File: src/rtl/wb_arbiter.sv
// Writeback arbiter: two sources (ALU = 0, LSU = 1) share the single regfile
// write port. Round-robin on contention, one registered write per cycle, and
// the in-flight write is forwarded onto both decode read paths.
module wb_arbiter #(
  parameter int XLEN   = 32,
  parameter int REG_AW = 5
) (
  input  logic              clk,
  input  logic              rst,
  input  logic              hold,
  input  logic              alu_valid,
  input  logic [REG_AW-1:0] alu_rd,
  input  logic [XLEN-1:0]   alu_data,
  output logic              alu_ready,
  input  logic              lsu_valid,
  input  logic [REG_AW-1:0] lsu_rd,
  input  logic [XLEN-1:0]   lsu_data,
  output logic              lsu_ready,
  output logic              rd_we,
  output logic [REG_AW-1:0] writeReg,
  output logic [XLEN-1:0]   writeData,
  input  logic [REG_AW-1:0] readReg1,
  input  logic [REG_AW-1:0] readReg2,
  input  logic [XLEN-1:0]   regOut1,
  input  logic [XLEN-1:0]   regOut2,
  output logic [XLEN-1:0]   rs1_data,
  output logic [XLEN-1:0]   rs2_data,
  output logic              last_grant
);

  logic              grant_alu;
  logic              grant_lsu;
  logic              rd_we_q,      rd_we_d;
  logic [REG_AW-1:0] write_reg_q,  write_reg_d;
  logic [XLEN-1:0]   write_data_q, write_data_d;
  logic              last_grant_q, last_grant_d;

  // Grant: blocked by stall or reset; on contention the source that did not
  // win last time goes first.
  always_comb begin
    grant_alu = 1'b0;
    grant_lsu = 1'b0;
    if (!hold && !rst) begin
      if (alu_valid && lsu_valid) begin
        grant_alu = last_grant_q;
        grant_lsu = !last_grant_q;
      end else begin
        grant_alu = alu_valid;
        grant_lsu = lsu_valid;
      end
    end
  end

  assign alu_ready = grant_alu;
  assign lsu_ready = grant_lsu;

  // Next write-port state: capture the granted result; a write to x0 is
  // swallowed (no enable, data cleared) but still counts as a grant.
  always_comb begin
    rd_we_d      = 1'b0;
    write_reg_d  = write_reg_q;
    write_data_d = write_data_q;
    last_grant_d = last_grant_q;
    if (grant_alu) begin
      write_reg_d  = alu_rd;
      last_grant_d = 1'b0;
      rd_we_d      = (alu_rd != '0);
      write_data_d = (alu_rd != '0) ? alu_data : '0;
    end else if (grant_lsu) begin
      write_reg_d  = lsu_rd;
      last_grant_d = 1'b1;
      rd_we_d      = (lsu_rd != '0);
      write_data_d = (lsu_rd != '0) ? lsu_data : '0;
    end
  end

  // Write-port registers; last_grant resets to LSU so the ALU wins the first tie.
  always_ff @(posedge clk) begin
    if (rst) begin
      rd_we_q      <= 1'b0;
      write_reg_q  <= '0;
      write_data_q <= '0;
      last_grant_q <= 1'b1;
    end else begin
      rd_we_q      <= rd_we_d;
      write_reg_q  <= write_reg_d;
      write_data_q <= write_data_d;
      last_grant_q <= last_grant_d;
    end
  end

  assign rd_we      = rd_we_q;
  assign writeReg   = write_reg_q;
  assign writeData  = write_data_q;
  assign last_grant = last_grant_q;

  // Forward the write that lands at the end of this cycle; x0 is never forwarded.
  always_comb begin
    rs1_data = regOut1;
    rs2_data = regOut2;
    if (rd_we_q && (write_reg_q == readReg1) && (readReg1 != '0)) rs1_data = write_data_q;
    if (rd_we_q && (write_reg_q == readReg2) && (readReg2 != '0)) rs2_data = write_data_q;
  end

endmodule

File: config.mk
export PLATFORM = sky130hd
export DESIGN_NAME = wb_arbiter
export DESIGN_NICKNAME = d
export VERILOG_FILES = /design/src/rtl/wb_arbiter.sv
export SDC_FILE = /design/constraint.sdc
export NUM_CORES = 1
export LEC_CHECK = 0
export CAP_MARGIN = 20
export CORE_MARGIN = 5
export CORE_UTILIZATION = 29
export CTS_BUF_LIST = sky130_fd_sc_hd__clkbuf_8 sky130_fd_sc_hd__clkbuf_16
export DETAILED_ROUTE_END_ITERATION = 7
export PLACE_DENSITY = 0.79
export SYNTH_ARGS = -nofsm -noshare
export SYNTH_HDL_FRONTEND = slang
export SYNTH_SLANG_ARGS = --single-unit
File: constraint.sdc
create_clock -name clk -period 1.9 [get_ports clk]
set_clock_uncertainty 0.15 [all_clocks]
set_input_delay 0.19 -clock clk [delete_from_list [all_inputs] [get_ports clk]]
set_output_delay 0.19 -clock clk [all_outputs]
set_load 0.005 [all_outputs]
==> qor.yml <==
netlist_area_um2: 2860
required_ns: 1.56
leakagePower_uw: 0.00269
p_sw_uw: 723
worst_setup_path_end_kind: "output pin"
path_max_fanout: 4
portBuffers: 257
grt_overflow: 0
pwr-share-comb_pct: 41.0
io_pins: 258
ir_worst_vdd_v: 0.000289
drv_cap: 0
cts_tree: "done"
cell_internal_pwr_uw: 1820
cp-startpoint: "writeReg[3]"
report.final.slew_viol_count: 0
power_uw: 2540
grt_usage_pct: 23.4
critPathMaxStageDelay_ns: 0.38
cp.arrival_ns: 2.27
setup_tns_ns: -37.87
final_cell_mix: "184 x clkdlybuf4s50_1, 52 x buf_6, 40 x mux2_4"
crit_top_cell: "buf_6"
status: "finished, violations left"
r2r_cells: 5
syn_area_per_cell_um2: 9.17
grt_pass1_vias: 3972
grt_setup_unrepaired: "yes"
critPathLaunchType: "flip-flop"
die_h_um: 109
avgRoutedWirePerCell_um: 20.3
grt_first_pass_wirelength_um: 21600
place_congestion: 0.785
post-route-min-period_ns: 2.61
crit_chain: "buf_6 -> xnor2_2 -> nand3_2 -> a211oi_4 -> buf_12 -> buf_16 -> buf_8 -> buf_6 -> mux2_4 -> buf_6"
postCtsHoldBufs: 0
h-tree-depth: 2
max_freq_mhz: 382
seqPwrFrac_pct: 37.1
tightest_slew_ns: 0.367
regToRegSetupSlack_ns: 0.18
power_density_nw_per_um2: 393
setup_violations: 64
worstHoldPathCells: 3
num_vias: 3814
ys_warn_count: 0
cts_buffers: 5
hold_viol_final: 0
viasPerCell: 5.12
p_clk_share_pct: 21.8
finalNetCount: 763
syn_inst: 312
num-fill-cells: 714
hpwl_um: 10400
row_count: 36
hold_path_class: "input pin to flip-flop"
relSlewSlack_pct: 75.3
start_util_pct: 29.5
layout_commonest_cell: "clkdlybuf4s50_1"
drtIter0Drc: 130
drive_gt1_share_pct: 28.2
die_w_um: 109
postRouteAntennaNets: 0
drc: 0
crit_type: "flip-flop to output pin"
antenna_found_initial: 1
pre_cts_ws_ns: -0.828
clk_pin_slew_worst_paths_ns: 0.08
reg2reg_from: "last_grant"
drtPass1Iterations: 4
violations: "negative setup slack"
cp-endpoint: "rs2_data[26]"
insertion_delay_ns: 0.28
finalCritPeriodShare_pct: 138
die-area_um2: 12000
cp_slowest_cell: "dfxtp_4"
cts_buffer_depth: 2
area_growth_pct: 126
synthDistinctLibCells: 30
cts.sinks: 39
worstHoldStart: "rst"
core_area_um2: 9680
p_sw_share_pct: 28.5
synth-seq-cells: 39
r2r-end: "writeData[20]"
setup_ws_ns: -0.715
root_buffer: "clkbuf_8"
syn_nets: 465
grt_max_degree: 39
wl_um: 15100
synth-seq-area-share_pct: 27.3
## power by group through the flow
| stage | Sequential [uW] | Clock [uW] | Combinational, uW |
|---|---|---|---|
| 5_1_grt | 951 | 615 | 1110 |
| 2_1_floorplan | 944 | 0 | 294 |
| 6_report | 943 | 555 | 1040 |
| 4_1_cts | 940 | 568 | 1020 |
| 3_5_place_dp | 956 | 0 | 972 |
| 3_3_place_gp | 954 | 0 | 949 |
## worst min path at each step
stage                                to  slack [ns]
final                      writeData[5]        0.23
after global routing      writeData[18]        0.24
after CTS                  writeData[6]        0.21
after detailed placement   writeData[0]        0.38
after global placement    writeData[12]        0.37
after floorplan              last_grant        0.18
## repair_timing
| item | CTS | global route |
|---|---|---|
| pin swaps | 7 | 9 |
| gates cloned | 5 | 0 |
| endpoints found under the setup margin | 66 | 65 |
| buffers inserted | 22 | 11 |
| gates resized for setup | 279 | 21 |
## sequential cells by signal (all words and copies together) (netlist names)
signal	count
writeReg	5
last_grant	1
writeData	32
rd_we	1
## cells by family (layout without fill, tap and decap cells)
group / count (synthesis) / in the layout / synth area share [%]
and+or+nand+nor: 121 / 121 / 18.0
muxes: 68 / 68 / 30.5
AOI/OAI and AO/OA: 47 / 47 / 15.3
DFF: 39 / 39 / 27.3
buffers and inverters: 29 / 328 / 6.43
xor gates and xnor gates: 8 / 8 / 2.45
other: 0 / 1 / 0
## final cells by class
| class | count | area [um2] | share of cell area [%] |
|---|---|---|---|
| antenna | 1 | 2.50 | 0.0387 |
| clock buffer | 5 | 68.8 | 1.06 |
| timing repair buffer | 319 | 3380 | 52.2 |
| sequential | 39 | 795 | 12.3 |
| inverter | 1 | 3.75 | 0.0580 |
| multi-input combinational | 244 | 2040 | 31.6 |
| clock inverter | 3 | 12.5 | 0.193 |
| tap | 133 | 166 | 2.57 |
## cell usage after synthesis
cell type  count  area [um2]
a211oi_1       5        37.5
a211oi_4       2        40.0
a21oi_1        2        10.0
a221o_1        1        10.0
a22o_1         1        8.76
a22oi_2        1        12.5
a311oi_1      32         280
and3_1         2        12.5
buf_1          3        11.3
buf_2          9        45.0
buf_4          2        15.0
buf_6          3        33.8
buf_8          3        45.0
clkbuf_1       8        30.0
dfxtp_1       39         781
inv_1          1        3.75
mux2_1        32         360
mux2_2         2        22.5
mux2_4        30         450
mux2i_1        4        40.0
nand2_1       38         143
nand2b_1       2        12.5
nand3_1       34         170
nor2_1        42         158
nor3_1         1        5.00
nor3b_1        1        7.51
nor4_1         1        6.26
o21a_1         1        7.51
o41ai_2        2        32.5
xnor2_1        8        70.1
## stage by stage
stage          util (%)  instance area [um2]  hold slack, ns  std cells
2_1_floorplan         -                 2860           0.179        312
3_3_place_gp       59.2                 5730           0.367        701
3_5_place_dp       59.2                 5730           0.380        701
4_1_cts            65.9                 6380           0.210        736
5_1_grt            66.8                 6470           0.236        745
6_report           66.8                 6470           0.232        745
## critical path: cells and delay by family (launching register included)
kind,cells,cell delay [ns]
flip-flops,1,0.38
AND/OR/NAND/NOR,1,0.11
XOR/XNOR,1,0.15
buffers and inverters,6,0.72
multiplexers,1,0.29
AO/OA/AOI/OAI,1,0.34
## metal layers
metal  vias to the layer above  GRT usage [%]  part of all wire [%]
met1                      1838           24.4                    36
met3                        35           6.93                   9.0
met4                         0           7.66                   3.0
met5                         -              0                     0
li1                       1747              -                     -
met2                       194           44.3                    52
(Power assumes the default switching activity.)
